[src/rtl/aes_pkg.sv]
// aes_pkg: constants and types shared across the AES datapath.
//   AES_BLOCK_W : width of one AES state / round-key block
//   AES_HALF_W  : width of a half block (narrow operands)
//   aes_word_t  : one full AES block word
package aes_pkg;

    localparam int AES_BLOCK_W = 128;
    localparam int AES_HALF_W  = 64;

    typedef logic [AES_BLOCK_W-1:0] aes_word_t;

endpackage : aes_pkg

[src/rtl/aes_skid_fifo2.sv]
// aes_skid_fifo2: generic 2-entry valid/ready FIFO.
// The head entry is always held in head_q, so out_data comes straight from a
// register and stays stable while the consumer stalls.
// Ports:
//   clk, rst_n            clock, asynchronous active-low reset
//   in_valid / in_ready   producer handshake (in_ready from registered count only)
//   in_data               payload pushed on in_valid && in_ready
//   out_valid / out_ready consumer handshake
//   out_data              head payload
module aes_skid_fifo2 #(
    parameter int PAYLOAD_W = 8
) (
    input  logic                 clk,
    input  logic                 rst_n,
    input  logic                 in_valid,
    output logic                 in_ready,
    input  logic [PAYLOAD_W-1:0] in_data,
    output logic                 out_valid,
    input  logic                 out_ready,
    output logic [PAYLOAD_W-1:0] out_data
);

    logic [1:0]           count_q, count_d;
    logic [PAYLOAD_W-1:0] head_q, head_d;
    logic [PAYLOAD_W-1:0] tail_q, tail_d;
    logic                 push, pop;

    assign in_ready  = (count_q != 2'd2);
    assign out_valid = (count_q != 2'd0);
    assign out_data  = head_q;

    always_comb begin
        count_d = count_q;
        head_d  = head_q;
        tail_d  = tail_q;
        push    = in_valid && in_ready;
        pop     = out_valid && out_ready;
        if (push && pop) begin
            // Only reachable with one entry: the new word replaces the head.
            head_d = in_data;
        end else if (push) begin
            if (count_q == 2'd0) begin
                head_d = in_data;
            end else begin
                tail_d = in_data;
            end
            count_d = count_q + 2'd1;
        end else if (pop) begin
            head_d  = tail_q;
            tail_d  = '0;
            count_d = count_q - 2'd1;
        end
    end

    always_ff @(posedge clk or negedge rst_n) begin
        if (!rst_n) begin
            count_q <= 2'd0;
            head_q  <= '0;
            tail_q  <= '0;
        end else begin
            count_q <= count_d;
            head_q  <= head_d;
            tail_q  <= tail_d;
        end
    end

endmodule : aes_skid_fifo2

[src/rtl/aes_bus_mux.sv]
// aes_bus_mux: registered NUM_SRC-way bus select for the AES datapath.
// Selects src[sel], zero-extends narrow sources (NARROW_MASK), and buffers the
// word plus its select in a 2-entry valid/ready FIFO.
// Optional feature macro: AES_BUS_MUX_SELERR_EN adds the sel_err output, flagging
// entries captured with an out-of-range select.
// Ports:
//   clk, rst_n            clock, asynchronous active-low reset
//   src                   packed source array, src[i] is source i
//   sel, in_valid         select and transfer request; in_ready = space available
//   bus_data, bus_sel     buffered word and the select that produced it
//   out_valid, out_ready  output handshake
//   sel_err               (macro only) head entry had sel >= NUM_SRC
module aes_bus_mux
    import aes_pkg::*;
#(
    parameter int                 NUM_SRC     = 4,
    parameter int                 DATA_W      = AES_BLOCK_W,
    parameter int                 NARROW_W    = AES_HALF_W,
    parameter logic [NUM_SRC-1:0] NARROW_MASK = 4'b1000,
    parameter int                 SEL_W       = $clog2(NUM_SRC)
) (
    input  logic                           clk,
    input  logic                           rst_n,
    input  logic [NUM_SRC-1:0][DATA_W-1:0] src,
    input  logic [SEL_W-1:0]               sel,
    input  logic                           in_valid,
    output logic                           in_ready,
    output logic [DATA_W-1:0]              bus_data,
    output logic [SEL_W-1:0]               bus_sel,
    output logic                           out_valid,
    input  logic                           out_ready
`ifdef AES_BUS_MUX_SELERR_EN
    ,
    output logic                           sel_err
`endif
);

    // Keeps bits NARROW_W-1..0; a shift keeps this legal when NARROW_W == DATA_W.
    localparam logic [DATA_W-1:0] NARROW_KEEP = {DATA_W{1'b1}} >> (DATA_W - NARROW_W);

`ifdef AES_BUS_MUX_SELERR_EN
    localparam int PAYLOAD_W = 1 + SEL_W + DATA_W;
`else
    localparam int PAYLOAD_W = SEL_W + DATA_W;
`endif

    logic [DATA_W-1:0]    word_sel;
    logic [DATA_W-1:0]    word_masked;
    logic                 narrow;
    logic                 in_range;
    logic [PAYLOAD_W-1:0] in_payload;
    logic [PAYLOAD_W-1:0] out_payload;

    // Compare against each legal index so an out-of-range select never indexes
    // past the source array; it simply leaves the word at zero.
    always_comb begin
        word_sel = '0;
        narrow   = 1'b0;
        in_range = 1'b0;
        for (int i = 0; i < NUM_SRC; i++) begin
            if (sel == SEL_W'(i)) begin
                word_sel = src[i];
                narrow   = NARROW_MASK[i];
                in_range = 1'b1;
            end
        end
        word_masked = narrow ? (word_sel & NARROW_KEEP) : word_sel;
    end

`ifdef AES_BUS_MUX_SELERR_EN
    assign in_payload = {~in_range, sel, word_masked};
    assign sel_err    = out_valid & out_payload[PAYLOAD_W-1];
`else
    assign in_payload = {sel, word_masked};
`endif

    aes_skid_fifo2 #(
        .PAYLOAD_W (PAYLOAD_W)
    ) u_fifo (
        .clk       (clk),
        .rst_n     (rst_n),
        .in_valid  (in_valid),
        .in_ready  (in_ready),
        .in_data   (in_payload),
        .out_valid (out_valid),
        .out_ready (out_ready),
        .out_data  (out_payload)
    );

    assign bus_data = out_payload[DATA_W-1:0];
    assign bus_sel  = out_payload[DATA_W +: SEL_W];

endmodule : aes_bus_mux
[config.mk]
export PLATFORM = sky130hd
export DESIGN_NAME = aes_bus_mux
export DESIGN_NICKNAME = d
export VERILOG_FILES = /design/src/rtl/aes_pkg.sv /design/src/rtl/aes_skid_fifo2.sv /design/src/rtl/aes_bus_mux.sv
export SDC_FILE = /design/constraint.sdc
export NUM_CORES = 1
export LEC_CHECK = 0
export CORE_AREA = 3 3 250 252
export CTS_CLUSTER_SIZE = 25
export DETAILED_ROUTE_END_ITERATION = 8
export DIE_AREA = 0 0 253 255
export PLACE_DENSITY = 0.5
export SKIP_CTS_REPAIR_TIMING = 1
export SYNTH_ARGS = -nofsm -noshare
export SYNTH_HDL_FRONTEND = slang
export SYNTH_SLANG_ARGS = --single-unit
[constraint.sdc]
create_clock -name clk -period 3.3 [get_ports clk]
set_clock_uncertainty 0.2 [all_clocks]
set_input_delay 0.495 -clock clk [delete_from_list [all_inputs] [get_ports clk]]
set_output_delay 0.495 -clock clk [all_outputs]
set_load 0.02 [all_outputs]
# Word level (Yosys, flattened, before mapping)
# Cells that the tools add are included.
dict set report totals {
  out_inout_bits 132
  in_bits 518
  elab_cells 38
  reg_bits 262
}
dict set report op_classes {
  n_bitwise 1
  reduce_logical 11
  mux 15
  eq_ne 6
  add_sub_neg 2
}
# op n
set ops {}
lappend ops {{2-to-1 mux 130 bit} 7}
lappend ops {{2-to-1 mux 128 bit} 5}
lappend ops {{equality test 2 bit (second input constant)} 2}
lappend ops {{logical NOT 2 bit} 2}
lappend ops {{2-to-1 mux 2 bit} 2}
lappend ops {{!= test 2 bit (second input constant)} 2}
lappend ops {{AND reduction 2 bit} 2}
lappend ops {{nonzero test 2 bit} 2}
lappend ops {{logical AND 1 bit} 3}
lappend ops {{!= test 3 bit (second input constant)} 1}
lappend ops {{AND reduction 3 bit} 1}
lappend ops {{nonzero test 3 bit} 1}
lappend ops {{adder 2 x 1 -> 2 bit (second input constant)} 1}
lappend ops {{equality test 2 x 1 -> 1 bit (second input constant)} 1}
lappend ops {{subtractor 2 x 1 -> 2 bit (second input constant)} 1}
lappend ops {{2-to-1 mux 1 bit} 1}
lappend ops {{NOT 1 bit} 1}

# Longest topological paths before layout
dict set report depth {
  word_depth 9
  ltp_mapped 12
}

# By module
# Synthesis repeated with hierarchy kept, for this count alone.
dict set report unflattened {
  hier_cells 1279
  hier_area_um2 15696.3
}
# mod cells_per_inst area_each_um2 instances
set modules_own_cells {}
lappend modules_own_cells {aes_skid_fifo2 1051 12801.0 1}
lappend modules_own_cells {aes_bus_mux 228 2895.3 1}

# Least setup slack after synthesis
# OpenSTA, ideal clock, no wires.
dict set report synth_timing {
  path_kind {register -> register}
  from {register u_fifo.count_q[0]}
  to {register u_fifo.tail_q[104]}
  setup_time_ns 0.133
  required_time_ns 2.967
  arrival_time_ns 2.642
  slack_ns 0.325
  path_stages_with_launch 13
  path_cell_list {dfrtp_1 -> buf_6 -> nand2b_1 -> nand2_1 -> clkbuf_1 -> inv_1 -> ha_1 -> and3_1 -> buf_2 -> nand2_1 -> clkbuf_1 -> clkbuf_1 -> o21ai_0}
}
dict set report synth_between {
  elab_chain_len 5
}
# item line
set synth_lines {}
lappend synth_lines {{from (decl)} aes_skid_fifo2.sv:23} ;# logic [1:0] count_q, count_d;
lappend synth_lines {{from (signal assigned)} aes_skid_fifo2.sv:61} ;# count_q <= count_d;
lappend synth_lines {{!= test 2 bit (*)} aes_skid_fifo2.sv:28} ;# assign in_ready = (count_q != 2'd2);
lappend synth_lines {{net in_ready} aes_bus_mux.sv:27} ;# output logic in_ready,
lappend synth_lines {{logical AND 1 bit (*)} aes_skid_fifo2.sv:36} ;# push = in_valid && in_ready;
lappend synth_lines {{parallel branches: the longest is 3 deep, another holds AND reduction 3 bit} -}
lappend synth_lines {{to (signal assigned)} aes_skid_fifo2.sv:63} ;# tail_q <= tail_d;
lappend synth_lines {{to (decl)} aes_skid_fifo2.sv:25} ;# logic [PAYLOAD_W-1:0] tail_q, tail_d;
# Mark *: on every way through the listed nets, which the timed path passes.
# A chain may end at the register's enable or synchronous reset.

# Worst setup path in the final report
dict set report layout_timing {
  from {register u_fifo.count_q[0]}
  to {output port in_ready}
}
dict set report layout_between {
  elab_chain_len 1
}
# item line
set layout_lines {}
lappend layout_lines {{!= test 2 bit} aes_skid_fifo2.sv:28}
lappend layout_lines {{to (decl)} aes_bus_mux.sv:27}
# No other way between the ends.

==> summary.md <==
| Metric | Value |
|---|---|
| Count leader, synth | `dfrtp_1` |
| Largest net degree at the start of global routing | `81` |
| Initial antenna violation count | `2` |
| Clock buffer count from CTS | `31` |
| Area of the core | `60400 sq um` |
| Die area | `64500 sq um` |
| Net Sw Power | `6.77 mW` |
| GP Congestion | `0.766` |
| Drt pass-1 iters | `5` |
| Post-DP HPWL | `41.5 mm` |
| Stages on the worst setup path | `3` |
| Seq pwr share | `30.8%` |
| Layout cells sized above 1 | `8.85%` |
| Overall routing resource usage | `17.1%` |
| Clock Latency Late Sink | `0.57 ns` |
| Highest Clock Rate | `347 MHz` |
| Buf+Inv Stages, Crit Path | `2` |
| First-pass GRT wire length | `86.2 mm` |
| CP required | `2.60 ns` |
| Drt drc | `0` |
| Post-synth net total | `1990` |
| Critical path's slowest cell | `clkdlybuf4s50_1` |
| Nets@finish | `2506` |
| Clock share of power | `20.0%` |
| Initial DRC count | `673` |
| CP Max Fanout | `23` |
| Internal power | `10.4 mW` |
| R2R depth | `8` |
| Crit-path leading delay family | `buffers and inverters` |
| Reg2reg end | `u_fifo.tail_q[26]` |
| Largest cells by area after synthesis | `dfrtp_1 (46%), mux2i_1 (13%), o21ai_0 (5.3%), mux2_2 (5.0%), o22ai_1 (4.9%)` |
| Post-Syn Area per Cell | `9.73 sq um` |
| Top_reg_cell synth | `dfrtp_1` |
| Area Overhead vs Synth | `53.9%` |
| Routed Antenna Nets | `0` |
| Comb power frac | `49.2%` |
| CTS tree | `built` |
| Run status | `complete, no violations` |
| CP max stage delay | `0.70 ns` |
| Startpoint type of the worst setup path | `flip-flop` |
| Worst vdd ir | `388 uV` |
| Placed instance count | `2735` |
| Post-Synthesis Cells | `1471` |
| Setup crit start | `u_fifo.count_q[0]` |
| CTS Root Cell | `clkbuf_16` |
| Die Span Y | `255 um` |
| Initial core utilization | `23.7%` |
| WP data arrival | `2.18 ns` |
| Grt total ovfl | `0` |
| Worst-Margin Slew | `0.870 ns` |
| Hold Fails Final Rpt | `0` |
| DRT met1 WL | `24.6 mm` |
| Hold_ws | `0.194 ns` |
| Post-synthesis cell type count | `33` |
| Final WL | `58.7 mm` |
| Post-synth EDFFs | `0` |
| Leakage | `9.43 nW` |
| Routed WL per cell | `21.0 um` |
| DR WL met3 | `2.50 mm` |
| Syn Std Cell Area | `14300 sq um` |
| Ports | `650` |
| Vias in the first global route | `13895` |
| Setup TNS | `0 ns` |
| Total number of yosys warnings | `0` |
| R2R setup slack | `0.57 ns` |
| CP Class | `reg -> out` |
| CTS Buffer Depth | `3` |
| List of most frequent post-synthesis cells | `dfrtp_1 (262), mux2i_1 (191), nand2_1 (156)` |
| Num rows | `90` |
| I/O Buffers | `585` |
| Die X | `253 um` |
| Sequential area share after synthesis | `45.8%` |
| Crit share post-route | `87.2%` |
| Ys async rst share | `100%` |
| R2R Path Start | `u_fifo.count_q[0]` |
| CTS sink cnt | `262` |
| Fin cells | `2794` |
| Setup crit end kind | `output pin` |
| RSZ-0062 raised after global routing | `no` |
| CP Capture Point | `in_ready` |
| P per Cell Area | `778 nW/um^2` |
| Slew HR | `42.0%` |
| Worst min-delay path class | `in -> reg` |
| Min Clock Period, post-route | `2.88 ns` |
| Via count | `13691` |
| Uppermost routed layer | `met5` |
| WL met2 | `30.4 mm` |
| Max-cap violation count | `0` |
| Cell chain of the critical path | `buf_4 > nand2b_1 > clkdlybuf4s50_1` |
| Top cell type's share of synthesized area | `45.8%` |
| Flop and latch count out of synthesis | `262` |
| CTS clk-pin slew, worst paths | `0.07 ns` |
| Post-synth top area cell | `dfrtp_1` |
| H-tree levels | `1` |
| Vias/cell | `4.90` |
| Max Slew Vio Count | `0` |
| Net Sw Frac | `39.5%` |
| Final setup viols | `0` |
placed cells by master (no fill, tap or decap), drive strengths merged, types with 13 or more instances in the layout:
cell type and n:
nand2 158, o211a 16, a22o 16, clkinv 13, a31oi 69, o22a 65, mux2 65, buf 46
a21oi 94, nor2 96, o22ai 111, clkdlybuf4s50 581, mux2i 191, dfrtp 262, clkbuf 37, o21ai 163
logic make-up after synthesis:
group           synth area share [%]
compound gates                  23.1
xor+xnor                      0.0612
fa+ha+maj                     0.0874
buf+inv                         5.27
flops                           45.8
mux                             18.5
simple gates                    7.23
metal layers:
layer	track usage, %	vias up
li1	-	6453
met5	0	-
met3	2.32	55
met4	3.39	2
met1	21.7	6860
met2	31.0	321
metrics by stage:
stage	util, %	instance area [sq um]	worst slack, ns	total power, mW
floorplan	-	14300	0.325	9.99
global placement	34.8	21000	0.153	13.7
detailed placement	34.8	21000	0.142	13.9
CTS	36.5	22000	0.354	17.4
global route	36.5	22000	0.254	18.2
finish	36.5	22000	0.421	17.1
state kept, by name (all words and copies together) (netlist names):
register / cells
u_fifo.count_q: 2
u_fifo.tail_q: 130
u_fifo.out_data: 130
area by class of cell:
class	instances	area, sq um
fill	6080	38300
multi-input combinational	1061	7050
sequential	262	6560
timing repair buffer	628	6420
tap	782	978
clock buffer	37	848
clock inverter	20	165
inverter	3	11.3
antenna	1	2.50
worst min-delay path by stage:
stage                             startpoint                    to  slack [ns]  cells past startpoint
after floorplan                        rst_n     u_fifo.count_q[0]     -0.0006                      0
after global placement    u_fifo.tail_q[102]    u_fifo.tail_q[102]        0.26                      2
after detailed placement  u_fifo.tail_q[106]    u_fifo.tail_q[106]        0.27                      2
after CTS                              rst_n   u_fifo.out_data[49]       -0.29                      1
after global routing                  sel[0]  u_fifo.out_data[128]        0.19                      3
final                                 sel[0]  u_fifo.out_data[128]        0.19                      3
tightest hold or removal path, cell delays in order:
cell     delay (ns)
buf_8          0.19
nand2_1        0.14
a31oi_1        0.08
power by group through the flow:
| stage | Clock (mW) | Combinational [mW] | Sequential (mW) |
|---|---|---|---|
| after floorplan | 0 | 3.82 | 6.17 |
| after global placement | 0 | 8.45 | 5.26 |
| after detailed placement | 0 | 8.56 | 5.32 |
| after CTS | 3.56 | 8.58 | 5.28 |
| after global routing | 3.68 | 9.10 | 5.45 |
| final | 3.43 | 8.43 | 5.27 |
(Power assumes the default switching activity.)
